$ cat src/rtl/mem_access_ctrl_if.sv
// Data-memory bus between the MEM-stage access controller and the memory.
// The controller drives request, direction, address and write data; the memory
// answers with a one-cycle ack strobe and read data.
interface mem_access_ctrl_if;
    logic        mem_req;
    logic        mem_we;
    logic [31:0] mem_addr;
    logic [31:0] mem_wdata;
    logic        mem_ack;
    logic [31:0] mem_rdata;

    modport master (
        output mem_req,
        output mem_we,
        output mem_addr,
        output mem_wdata,
        input  mem_ack,
        input  mem_rdata
    );

    modport slave (
        input  mem_req,
        input  mem_we,
        input  mem_addr,
        input  mem_wdata,
        output mem_ack,
        output mem_rdata
    );
endinterface

$ cat src/rtl/mem_access_ctrl.sv
// MEM-stage data-memory access controller.
// Turns a load/store in the EX/MEM register into exactly one registered memory
// request, stalls the pipeline until the memory acks, then spends one DONE
// cycle so MEM/WB can capture the result. Misaligned accesses are flagged and
// dropped without stalling.
// Optional feature: define MEM_TIMEOUT_EN to abort a request that has not been
// acked after TIMEOUT_CYCLES REQ cycles (mem_err pulse, ReadData_M cleared).
module mem_access_ctrl #(
    parameter int unsigned TIMEOUT_CYCLES = 16
) (
    input  logic                   clk,
    input  logic                   rst,
    input  logic                   MemRead_M,
    input  logic                   MemWrite_M,
    input  logic [31:0]            ALUResult_M,
    input  logic [31:0]            WriteData_M,
    mem_access_ctrl_if.master      mem,
    output logic [31:0]            ReadData_M,
    output logic                   stall_M,
    output logic                   misalign_M,
    output logic                   mem_err
);

    // A zero limit would abort every request before memory could answer.
    if (TIMEOUT_CYCLES == 0) begin : g_bad_timeout
        $error("TIMEOUT_CYCLES must be at least 1");
    end

    typedef enum logic [1:0] {
        IDLE,
        REQ,
        DONE
    } state_t;

    state_t state;

    logic access;
    logic aligned;

    assign access  = MemRead_M | MemWrite_M;
    assign aligned = (ALUResult_M[1:0] == 2'b00);

`ifdef MEM_TIMEOUT_EN
    localparam int unsigned CntW = $clog2(TIMEOUT_CYCLES + 1);

    logic [CntW-1:0] tmo_cnt;
    logic [CntW-1:0] tmo_next;
    logic            mem_err_q;

    assign tmo_next = tmo_cnt + CntW'(1);
    assign mem_err  = mem_err_q;
`else
    assign mem_err = 1'b0;
`endif

    // Stall while an aligned access is waiting to issue or is outstanding.
    always_comb begin
        stall_M = 1'b0;
        if (!rst) begin
            unique case (state)
                IDLE:    stall_M = access & aligned;
                REQ:     stall_M = 1'b1;
                default: stall_M = 1'b0;
            endcase
        end
    end

    // Access FSM with all bus and status outputs registered.
    always_ff @(posedge clk) begin
        if (rst) begin
            state         <= IDLE;
            mem.mem_req   <= 1'b0;
            mem.mem_we    <= 1'b0;
            mem.mem_addr  <= 32'h0;
            mem.mem_wdata <= 32'h0;
            ReadData_M    <= 32'h0;
            misalign_M    <= 1'b0;
`ifdef MEM_TIMEOUT_EN
            mem_err_q     <= 1'b0;
            tmo_cnt       <= '0;
`endif
        end else begin
            misalign_M <= 1'b0;
`ifdef MEM_TIMEOUT_EN
            mem_err_q  <= 1'b0;
`endif
            unique case (state)
                IDLE: begin
                    if (access) begin
                        if (aligned) begin
                            mem.mem_addr  <= ALUResult_M;
                            mem.mem_wdata <= WriteData_M;
                            // A simultaneous read+write is treated as a write.
                            mem.mem_we    <= MemWrite_M;
                            mem.mem_req   <= 1'b1;
`ifdef MEM_TIMEOUT_EN
                            tmo_cnt       <= '0;
`endif
                            state         <= REQ;
                        end else begin
                            misalign_M <= 1'b1;
                            ReadData_M <= 32'h0;
                        end
                    end
                end
                REQ: begin
                    // Ack beats a timeout landing in the same cycle.
                    if (mem.mem_ack) begin
                        mem.mem_req <= 1'b0;
                        if (!mem.mem_we) begin
                            ReadData_M <= mem.mem_rdata;
                        end
                        state <= DONE;
                    end
`ifdef MEM_TIMEOUT_EN
                    else if (tmo_next == CntW'(TIMEOUT_CYCLES)) begin
                        mem.mem_req <= 1'b0;
                        mem_err_q   <= 1'b1;
                        ReadData_M  <= 32'h0;
                        state       <= DONE;
                    end else begin
                        tmo_cnt <= tmo_next;
                    end
`endif
                end
                DONE: begin
                    state <= IDLE;
                end
                default: begin
                    state <= IDLE;
                end
            endcase
        end
    end

endmodule

$ cat src/flat_wrapper.sv
// flat-port wrapper written by rule: the top's interface ports become plain ports
module mem_access_ctrl_flat 
#(
    parameter int unsigned TIMEOUT_CYCLES = 16
)
  (clk, rst, MemRead_M, MemWrite_M, ALUResult_M, WriteData_M, ReadData_M, stall_M, misalign_M, mem_err, mem_mem_req, mem_mem_we, mem_mem_addr, mem_mem_wdata, mem_mem_ack, mem_mem_rdata);
  mem_access_ctrl_if mem_i ();
  input  logic clk;
  input  logic rst;
  input  logic MemRead_M;
  input  logic MemWrite_M;
  input  logic [31:0] ALUResult_M;
  input  logic [31:0] WriteData_M;
  output logic [31:0] ReadData_M;
  output logic stall_M;
  output logic misalign_M;
  output logic mem_err;
  output wire logic [$bits(mem_i.mem_req)-1:0] mem_mem_req;
  output wire logic [$bits(mem_i.mem_we)-1:0] mem_mem_we;
  output wire logic [$bits(mem_i.mem_addr)-1:0] mem_mem_addr;
  output wire logic [$bits(mem_i.mem_wdata)-1:0] mem_mem_wdata;
  input wire logic [$bits(mem_i.mem_ack)-1:0] mem_mem_ack;
  input wire logic [$bits(mem_i.mem_rdata)-1:0] mem_mem_rdata;
  assign mem_mem_req = mem_i.mem_req;
  assign mem_mem_we = mem_i.mem_we;
  assign mem_mem_addr = mem_i.mem_addr;
  assign mem_mem_wdata = mem_i.mem_wdata;
  assign mem_i.mem_ack = mem_mem_ack;
  assign mem_i.mem_rdata = mem_mem_rdata;
  mem_access_ctrl #(.TIMEOUT_CYCLES(TIMEOUT_CYCLES)) u_core (.clk(clk), .rst(rst), .MemRead_M(MemRead_M), .MemWrite_M(MemWrite_M), .ALUResult_M(ALUResult_M), .WriteData_M(WriteData_M), .mem(mem_i), .ReadData_M(ReadData_M), .stall_M(stall_M), .misalign_M(misalign_M), .mem_err(mem_err));
endmodule
$ cat config.mk
export PLATFORM = sky130hd
export DESIGN_NAME = mem_access_ctrl_flat
export DESIGN_NICKNAME = d
export VERILOG_FILES = /design/src/rtl/mem_access_ctrl_if.sv /design/src/rtl/mem_access_ctrl.sv /design/src/flat_wrapper.sv
export SDC_FILE = /design/constraint.sdc
export NUM_CORES = 1
export LEC_CHECK = 0
export CAP_MARGIN = 0
export CORE_AREA = 2 2 104 106
export CTS_CLUSTER_SIZE = 30
export DETAILED_ROUTE_END_ITERATION = 7
export DIE_AREA = 0 0 106 108
export PLACE_DENSITY = 0.86
export SLEW_MARGIN = 30
export SYNTH_ARGS = -nofsm -noshare
export SYNTH_HDL_FRONTEND = slang
export SYNTH_SLANG_ARGS = --single-unit
$ cat constraint.sdc
create_clock -name clk -period 1.7 [get_ports clk]
set_input_delay 0.34 -clock clk [delete_from_list [all_inputs] [get_ports clk]]
set_output_delay 0.34 -clock clk [all_outputs]
set_load 0.005 [all_outputs]
==> out/metrics.cfg, run 1 <==
[timing]
rsz0062_at_grt=yes
period_needed_ns=1.75
skew_ns=0.00812
worstMarginPinSlew_ns=0.657
setup_viol=1
period_share_pct=103
clock.fmax_mhz=571
setup_slack_ns=-0.0507
relSlewSlack_pct=56.2
finalHoldViolations=0
final_max_slew_viol_count=0
fin_setup_tns_ns=-0.0507

[finish]
post-route-util_pct=62.3
final_area_um2=6380
layout.nets=742
drive_gt1_share_pct=7.28
final_common_cell=clkdlybuf4s50_1
antenna_cells=0
area_growth_pct=56.9
layout_common_cells=clkdlybuf4s50_1 (197), dfxtp_1 (100), a21oi_1 (65)

[setup_path]
cp_max_fo=63
max_stage_delay_ns=0.55
worstSetupEndpointType=register
cp.required_ns=1.98
cp-start-kind=register
arrival_ns=2.03
cp_cell_sequence=nor4_4 -> buf_4 -> nand3_1 -> a21oi_1
criticalPathCategory=register to register
crit_start=u_core.state[1]
crit-reg2reg-launch=u_core.state[1]
slowest_stage=buf_4

[cts]
cts-root-buf=clkbuf_8
postCtsHoldBufs=0
clk_latency_ns=0.35
cts.sinks=101
clk_pin_slew_ns=0.10
clockBufferDepth=2
cts_tree=built
cts_htree_levels=3
cts_made_buffers=9

[floorplan]
die_w_um=106
row_count=37
die_area_um2=11400
die_h_um=108
ios=202
core_area_um2=10200
start_util_pct=39.7

[outcome]
status=complete, but fails checks
violations=setup timing

[route]
post-route-drc-count=0
wirelength_um=12000
drt-initial-drc-count=197
wl_per_cell_um=15.3
drt-vias-per-instance=5.13
dr.pass1.iters=5
vias=4008
antenna_left=0

[yosys]
syn-mean-instance-area_um2=8.93
ys_types=23
yosys_warnings=0
synth_top_area_share_pct=49.8
synth_nets=556
synth_seq_area_share_pct=49.8
synth_top_cell_by_area=dfxtp_1
postSynthCellCount=455
synth-seq-cells=101
synth.area.top_cells=dfxtp_1 (50%), a21oi_1 (8.1%), mux2i_1 (7.9%)
synth_area_um2=4060

[pwr]
power_mw=4.75
max-vdd-ir-drop_v=0.000482
p_per_area_nw_per_um2=744
p_leak_nw=2.25

[hold_path]
min_path_type=register to register
min-delay-start=u_core.mem.mem_wdata[4]

[global_route]
grt_overflow=0
grt_max_degree=64
grt_pass1_vias=3809
antenna_found_initial=0
grt_pass1_wl_um=18600
grt.total_usage_pct=20.2

[placed_design]
placed_area_um2=6150
place_congestion=0.746
dp_hpwl_um=8210
preCtsSetupSlack_ns=-0.531
port_buffers=200

[flow_run]
cap_violations=0

==> final timing paths <==
check / to / slack (ns) / depth (start not counted)
min reg2reg: u_core.mem.mem_wdata[4] / 0.48 / 2
max reg2reg: u_core.mem.mem_wdata[19] / -0.05 / 4
min: u_core.mem.mem_wdata[4] / 0.48 / 2
max: u_core.mem.mem_wdata[19] / -0.05 / 4
==> kinds of logic (layout without fill, tap and decap cells) <==
logic type | after synthesis | in the layout | synth area share [%]
buffers and inverters | 47 | 238 | 7.05
flip-flops | 101 | 101 | 49.8
other | 1 | 1 | 0.0923
AO/OA/AOI/OAI | 131 | 131 | 16.7
multiplexers | 32 | 32 | 7.88
AND/OR/NAND/NOR | 143 | 143 | 18.5
==> timing repair <==
item,in CTS,in global routing
setup buffers,1,0
pin swaps,1,1
resized for setup,10,3
endpoints found under the setup margin,66,40
gates cloned,1,0
==> worst max-delay path: cells and delay by family (launching register included) <==
kind / cells / cell delay (ns)
compound gates: 1 / 0.20
simple gates: 2 / 0.49
buf+inv: 1 / 0.55
flops: 1 / 0.38
==> sequential cells by signal (all words and copies together), names as in the netlist <==
register	flops
u_core.ReadData_M	32
u_core.mem.mem_req	1
u_core.misalign_M	1
u_core.state	2
u_core.mem.mem_addr	32
u_core.mem.mem_wdata	32
u_core.mem.mem_we	1
==> metrics by stage <==
stage	std cells	hold slack, ns
2_1_floorplan	455	0.465
3_3_place_gp	764	0.457
3_5_place_dp	764	0.462
4_1_cts	782	0.483
5_1_grt	782	0.501
6_report	782	0.476
==> metal layers <==
layer	routed length (µm)	GRT usage (%)
met5	0	0
met4	186	6.67
met1	4950	24.3
met2	5760	34.4
met3	1070	6.57
==> power by group <==
| part | switching [mW] | internal, mW |
|---|---|---|
| Sequential | 0.0432 | 2.45 |
| Clock | 0.844 | 0.554 |
| Combinational | 0.354 | 0.503 |
| Total | 1.24 | 3.51 |
==> area by class of cell <==
cell class | instances | area [µm²]
clock inverter | 7 | 56.3
clock buffer | 9 | 124
multi-input combinational | 307 | 1780
sequential | 101 | 2030
tap | 136 | 170
fill | 860 | 3850
timing repair buffer | 220 | 2210
inverter | 2 | 7.51
==> synthesized netlist by cell type <==
| master | n |
|---|---|
| nand2b_1 | 34 |
| nand4bb_1 | 1 |
| nand2_1 | 34 |
| buf_6 | 12 |
| or4_1 | 2 |
| o21ai_0 | 5 |
| or2_2 | 1 |
| mux2i_1 | 32 |
| nor3_1 | 1 |
| a21oi_1 | 66 |
| nor2_1 | 4 |
| nor3b_1 | 2 |
| conb_1 | 1 |
| buf_2 | 1 |
| dfxtp_1 | 101 |
| clkbuf_1 | 27 |
| inv_1 | 2 |
| nor3b_2 | 1 |
| buf_4 | 5 |
| nand3_1 | 62 |
| o21ai_1 | 59 |
| o41ai_4 | 1 |
| nor4_4 | 1 |
No activity file was read; power rests on OpenSTA's default activity.
==> run 2, diff against run 1 <==
HOLD_SLACK_MARGIN = 0.05   (was not set)
==> results of run 2 <==
Final layout, timing and power as in run 1 (identical DEF).
